## src/rtl/array_index_bank.sv

```systemverilog
// array_index_bank: indexed lane register bank with written flags and a one-deep read response register
module array_index_bank #(
   parameter int WIDTH     = 8,
   parameter int NUM_LANES = 2,
   parameter int IDX_W     = 1
) (
   input  logic             clk,
   input  logic             rst,
   input  logic             wr_en,
   input  logic [IDX_W-1:0] wr_idx,
   input  logic [WIDTH-1:0] wr_data,
   input  logic             clr,
   input  logic             req_valid,
   output logic             req_ready,
   input  logic [IDX_W-1:0] req_idx,
   output logic             rsp_valid,
   input  logic             rsp_ready,
   output logic [WIDTH-1:0] rsp_data,
   output logic             rsp_err
);
   logic [WIDTH-1:0]     lane [NUM_LANES];
   logic [NUM_LANES-1:0] written;
   logic [WIDTH-1:0]     rd_data;
   logic                 rd_ok;
   logic                 accept;

   assign req_ready = !rsp_valid || rsp_ready;
   assign accept    = req_valid && req_ready;

   for (genvar i = 0; i < NUM_LANES; i++) begin : g_lane
      logic [WIDTH-1:0] q;
      logic             w;
      // lane storage: clear wins over write; stored value is data plus lane number
      always_ff @(posedge clk or posedge rst) begin
         if (rst) begin
            q <= '0;
            w <= 1'b0;
         end else if (clr) begin
            q <= '0;
            w <= 1'b0;
         end else if (wr_en && wr_idx == IDX_W'(i)) begin
            q <= wr_data + WIDTH'(i);
            w <= 1'b1;
         end
      end
      assign lane[i]    = q;
      assign written[i] = w;
   end

   // read mux: out-of-range indices match no lane and fall through to the error default
   always_comb begin
      rd_data = '0;
      rd_ok   = 1'b0;
      for (int k = 0; k < NUM_LANES; k++) begin
         if (req_idx == IDX_W'(k)) begin
            rd_data = lane[k];
            rd_ok   = written[k];
         end
      end
   end

   // response register: load on accept, zero out when the consumer drains it, hold otherwise
   always_ff @(posedge clk or posedge rst) begin
      if (rst) begin
         rsp_valid <= 1'b0;
         rsp_data  <= '0;
         rsp_err   <= 1'b0;
      end else if (accept) begin
         rsp_valid <= 1'b1;
         rsp_data  <= rd_ok ? rd_data : '0;
         rsp_err   <= !rd_ok;
      end else if (rsp_ready) begin
         rsp_valid <= 1'b0;
         rsp_data  <= '0;
         rsp_err   <= 1'b0;
      end
   end
endmodule

```

## config.mk

```make
export PLATFORM = sky130hd
export DESIGN_NAME = array_index_bank
export DESIGN_NICKNAME = d
export VERILOG_FILES = /design/src/rtl/array_index_bank.sv
export SDC_FILE = /design/constraint.sdc
export NUM_CORES = 1
export LEC_CHECK = 0
export ABC_AREA = 1
export CAP_MARGIN = 20
export CORE_AREA = 2 2 59 61
export CTS_CLUSTER_SIZE = 10
export DETAILED_ROUTE_END_ITERATION = 10
export DIE_AREA = 0 0 61 63
export PLACE_DENSITY = 0.8
export SLEW_MARGIN = 40
export SYNTH_ARGS = -nofsm -noshare
export SYNTH_HDL_FRONTEND = slang
export SYNTH_SLANG_ARGS = --single-unit
```

## constraint.sdc

```tcl
create_clock -name clk -period 1.1 [get_ports clk]
set_clock_uncertainty 0.1 [all_clocks]
set_input_delay 0.165 -clock clk [delete_from_list [all_inputs] [get_ports clk]]
set_output_delay 0.165 -clock clk [all_outputs]
set_load 0.02 [all_outputs]
```

Word-level counts from Yosys, hierarchy flattened
Index checks and enable logic that the tools add are counted.
{"block": "op_classes", "n_reduce_logical": 9, "bitwise": 1, "mux": 16, "n_addsub": 1}
{"op": "$mux W8", "count": 8}
{"op": "$add A8 B1 Y8 const B", "count": 1}
{"op": "$mux W1", "count": 8}
{"op": "$reduce_bool A2 Y1", "count": 3}
{"op": "$logic_and A1 B1 Y1", "count": 3}
{"op": "$logic_not A1 Y1", "count": 2}
{"op": "$logic_or A1 B1 Y1", "count": 1}
{"op": "$not A1 Y1", "count": 1}
{"block": "word_totals", "inputBits": 16, "ff_bits": 28, "wordCells": 34}

Logic depth before layout (Yosys ltp)
{"block": "logic_depth", "depth_word": 4, "ltp_mapped": 7}

Worst setup path before layout
OpenSTA, ideal clock, no wires.
{"block": "synth_timing", "path_kind": "register to register", "from": "register rsp_valid", "to": "register rsp_err", "path_stages_with_launch": 6, "path_slack_ns": -0.078, "n_path_buf": 1, "t_required_ns": 0.869, "setup_time_ns": 0.131, "period_less_slack_ns": 1.178, "t_arrival_ns": 0.947, "cell_sequence": "dfrtp_1 nand2_2 nand2_2 buf_6 nand3_1 o21ai_0"}
{"block": "synth_between", "elab_chain_len": 4, "word_cells_on_any_way": 5, "classes_between": "mux (1); reduce/logical (4)"}
{"element": "start: declaration", "line_no": "16", "rtl": "output logic rsp_valid,"}
{"element": "start signal: assignment", "line_no": "65", "rtl": "rsp_valid <= 1'b0;"}
{"element": "start signal: assignment", "line_no": "69", "rtl": "rsp_valid <= 1'b1;"}
{"element": "start signal: assignment", "line_no": "73", "rtl": "rsp_valid <= 1'b0;"}
{"element": "$logic_not A1 Y1 *", "line_no": "27", "rtl": "assign req_ready = !rsp_valid || rsp_ready;"}
{"element": "$logic_or A1 B1 Y1 *", "line_no": "27"}
{"element": "net req_ready", "line_no": "14", "rtl": "output logic req_ready,"}
{"element": "$logic_and A1 B1 Y1 *", "line_no": "28", "rtl": "assign accept = req_valid && req_ready;"}
{"element": "$mux W1 or $reduce_bool A2 Y1 (tied branches)"}
{"element": "end signal: assignment", "line_no": "71", "rtl": "rsp_err <= !rd_ok;"}
{"element": "end: declaration", "line_no": "19", "rtl": "output logic rsp_err"}
The timed path passes the listed nets; every way through them passes the cells marked *.
A chain may end at the register's enable or synchronous reset.

Worst setup path after layout
{"block": "layout_timing", "from": "register rsp_valid", "to": "output req_ready"}
{"block": "layout_between", "elab_chain_len": 2}
{"element": "$logic_not A1 Y1", "line_no": "27"}
{"element": "$logic_or A1 B1 Y1", "line_no": "27"}
{"element": "end: declaration", "line_no": "14"}
Every way passes these cells.

==> results.json <==
{
  "run_status": "finished, violations left",
  "violations": "setup timing",
  "p_per_area_nw_per_um2": 1010,
  "highest_layer": "met4",
  "rsz0062_at_grt": "true",
  "start_util_pct": 42.4,
  "crit_chain": "nand2_4 -> buf_6",
  "root_buffer": "clkbuf_4",
  "synth_seq_area_share_pct": 51.1,
  "cts_inserted_buffers": 3,
  "fin_util_pct": 61.9,
  "grt_pass1_vias": 1180,
  "path_buf_inv": 1,
  "total_power_mw": 2.01,
  "dieWidth_um": 61,
  "preCtsSetupSlack_ns": -0.522,
  "pwr-share-comb_pct": 23.4,
  "drive_above_1_share_pct": 36.1,
  "crit_arrival_ns": 0.95,
  "finalHoldViolCount": 0,
  "cts_tree": "yes",
  "globalplace.congestion": 0.788,
  "worst_slack_ns": -0.112,
  "slowest_stage": "dfrtp_2",
  "syn_nets": 174,
  "area_delta_synth_final_pct": 45.9,
  "dpl.hpwl_um": 2170,
  "hold_class": "input pin to async pin",
  "coreArea_um2": 3230,
  "critPathKind": "flip-flop to primary output",
  "fmax_mhz": 825,
  "power_leakage_nw": 1.01,
  "ys_warn_count": 0,
  "crit_path_max_incr_delay_ns": 0.45,
  "wl_met2_um": 1560,
  "wl_um": 2940,
  "grt_use_total_pct": 16.9,
  "cts.path.max_buffers": 2,
  "swShare_pct": 27.5,
  "h-tree-depth": 1,
  "critPathTopFamily": "flip-flops",
  "drc": 0,
  "rows": 21,
  "clk_latency_ns": 0.32,
  "die_h_um": 63,
  "setup_tns_ns": -1.12,
  "ant_nets": 0,
  "slew_headroom_pct": 81.4,
  "finalSetupViolations": 19,
  "switchingPower_mw": 0.554,
  "port_buffers": 26,
  "ys_types": 22,
  "maxCapViolCount": 0,
  "ys_ff_latch": 28,
  "pin_count": 27,
  "wl_met1_um": 1230,
  "tightest_slew_ns": 0.276,
  "synth_area_per_cell_um2": 8.73,
  "pwr-share-clk_pct": 21.0,
  "numClockSinks": 28,
  "wl_per_cell_um": 11.2,
  "design_area_um2": 2000,
  "startpoint_type": "flip-flop",
  "clkTransAtPathRegs_ns": 0.14,
  "drv_slew": 0,
  "critPathMaxFanout": 2,
  "post_drt_via_cell_ratio": 4.61,
  "nNetsFinal": 234,
  "die_area_um2": 3840,
  "wl_met3_um": 80,
  "p_seq_share_pct": 55.6,
  "firstDrtPassIters": 4,
  "antenna_found_initial": 0,
  "initialDrtViolationCount": 36,
  "ir_worst_vdd_mv": 0.386,
  "end_kind": "primary output",
  "post_dp_cell_area_um2": 1840,
  "layout_min_cycle_time_ns": 1.21,
  "grt_max_degree": 29,
  "p_int_mw": 1.46,
  "grt_remaining_overflow": 0,
  "dr_total_vias": 1208,
  "num_antenna_cells": 0,
  "syn_area_um2": 1370,
  "grt_pass1_wl_um": 4940,
  "critPathRequiredTime_ns": 0.83,
  "period_share_pct": 110,
  "syn_inst": 157
}
==> through the flow <==
step | hold WS (ns) | cells
after floorplan | 0.128 | 157
after global placement | 0.357 | 248
after detailed placement | 0.362 | 248
after CTS | 0.0549 | 256
after global routing | 0.0894 | 262
final | 0.0498 | 262
==> path summary, 6_finish.rpt <==
path                            slack, ns  depth (start not counted)                  startpoint                          to
min in group clk                     0.18                          3                  wr_data[0]  g_lane[1].q[0]$_DFFE_PP0P_
worst min-delay path                 0.05                          3                         rst     rsp_data[1]$_DFFE_PP0P_
worst min register to register       0.39                          2  g_lane[1].q[3]$_DFFE_PP0P_  g_lane[1].q[3]$_DFFE_PP0P_
worst max register to register      -0.11                          6       rsp_valid$_DFFE_PP0P_     rsp_data[4]$_DFFE_PP0P_
worst max-delay path                -0.11                          2       rsp_valid$_DFFE_PP0P_                   req_ready
max in group asynchronous            0.69                          3                         rst       rsp_valid$_DFFE_PP0P_
==> cell type report <==
class	instances	area [um^2]
clock buffers	4	26.3
fillers	288	1230
inverters	18	70.1
multi-input cells	109	626
flip-flops and latches	28	702
well taps	46	57.6
repair buffers	57	518
==> logic make-up after synthesis <==
| family | Yosys count | share of synthesized area [%] |
|---|---|---|
| AO/OA/AOI/OAI | 32 | 13.7 |
| XOR/XNOR | 1 | 0.639 |
| adder cells (fa/ha/maj) | 1 | 0.913 |
| buffers and inverters | 20 | 6.76 |
| flip-flops | 28 | 51.1 |
| AND/OR/NAND/NOR | 75 | 26.8 |
==> cells in the mapped netlist (all sizes together) <==
| cell type | count | area [um^2] |
|---|---|---|
| buf | 2 | 22.5 |
| nand2 | 41 | 186 |
| ha | 1 | 12.5 |
| xnor2 | 1 | 8.76 |
| a21oi | 3 | 15.0 |
| o22ai | 2 | 18.8 |
| nand3 | 23 | 115 |
| o21ai | 27 | 154 |
| nor2 | 6 | 35.0 |
| inv | 18 | 70.1 |
| dfrtp | 28 | 701 |
| or2 | 5 | 31.3 |
==> flip-flops by register name (all words and copies together), names as in the netlist <==
| signal | cells |
|---|---|
| g_lane.q | 16 |
| g_lane.w | 2 |
| rsp_data | 8 |
| rsp_err | 1 |
| rsp_valid | 1 |
==> layout by cell type, fill, tap and decap left out, types with 10 or more instances in the layout <==
cell type	netlist	layout
buf_6	2	11
buf_4	0	29
o21ai_1	9	10
nand3_1	23	21
o21ai_0	13	11
clkdlybuf4s50_1	0	10
nand2_1	32	31
dfrtp_1	28	27
inv_1	14	13
==> worst reg2reg max path: cells and delay by family, from the launching register on <==
kind | cells | cell delay [ns]
AO/OA/AOI/OAI | 1 | 0.07
buffers and inverters | 2 | 0.26
flip-flops | 1 | 0.45
AND/OR/NAND/NOR | 3 | 0.23
==> power by group through the flow <==
stage	sequential [mW]	clock [mW]	combinational [mW]
after global placement	1.14	0	0.427
after detailed placement	1.14	0	0.439
after global routing	1.13	0.470	0.528
final	1.12	0.423	0.472
after CTS	1.12	0.426	0.456
after floorplan	1.16	0	0.202
==> metal layers <==
| layer | track usage (%) | vias to the layer above |
|---|---|---|
| met4 | 7.61 | 0 |
| met5 | 0 | - |
| li1 | - | 635 |
| met3 | 1.24 | 7 |
| met1 | 20.5 | 535 |
| met2 | 29.4 | 31 |
==> what timing repair did <==
action / in CTS / in global routing
setup endpoints to repair: 23 / 29
hold endpoints to repair: 0 / 0
resized for setup: 75 / 8
buffers inserted: 4 / 6
hold buffers: 0 / 0
pin swaps: 3 / 2
(Power assumes the default switching activity.)
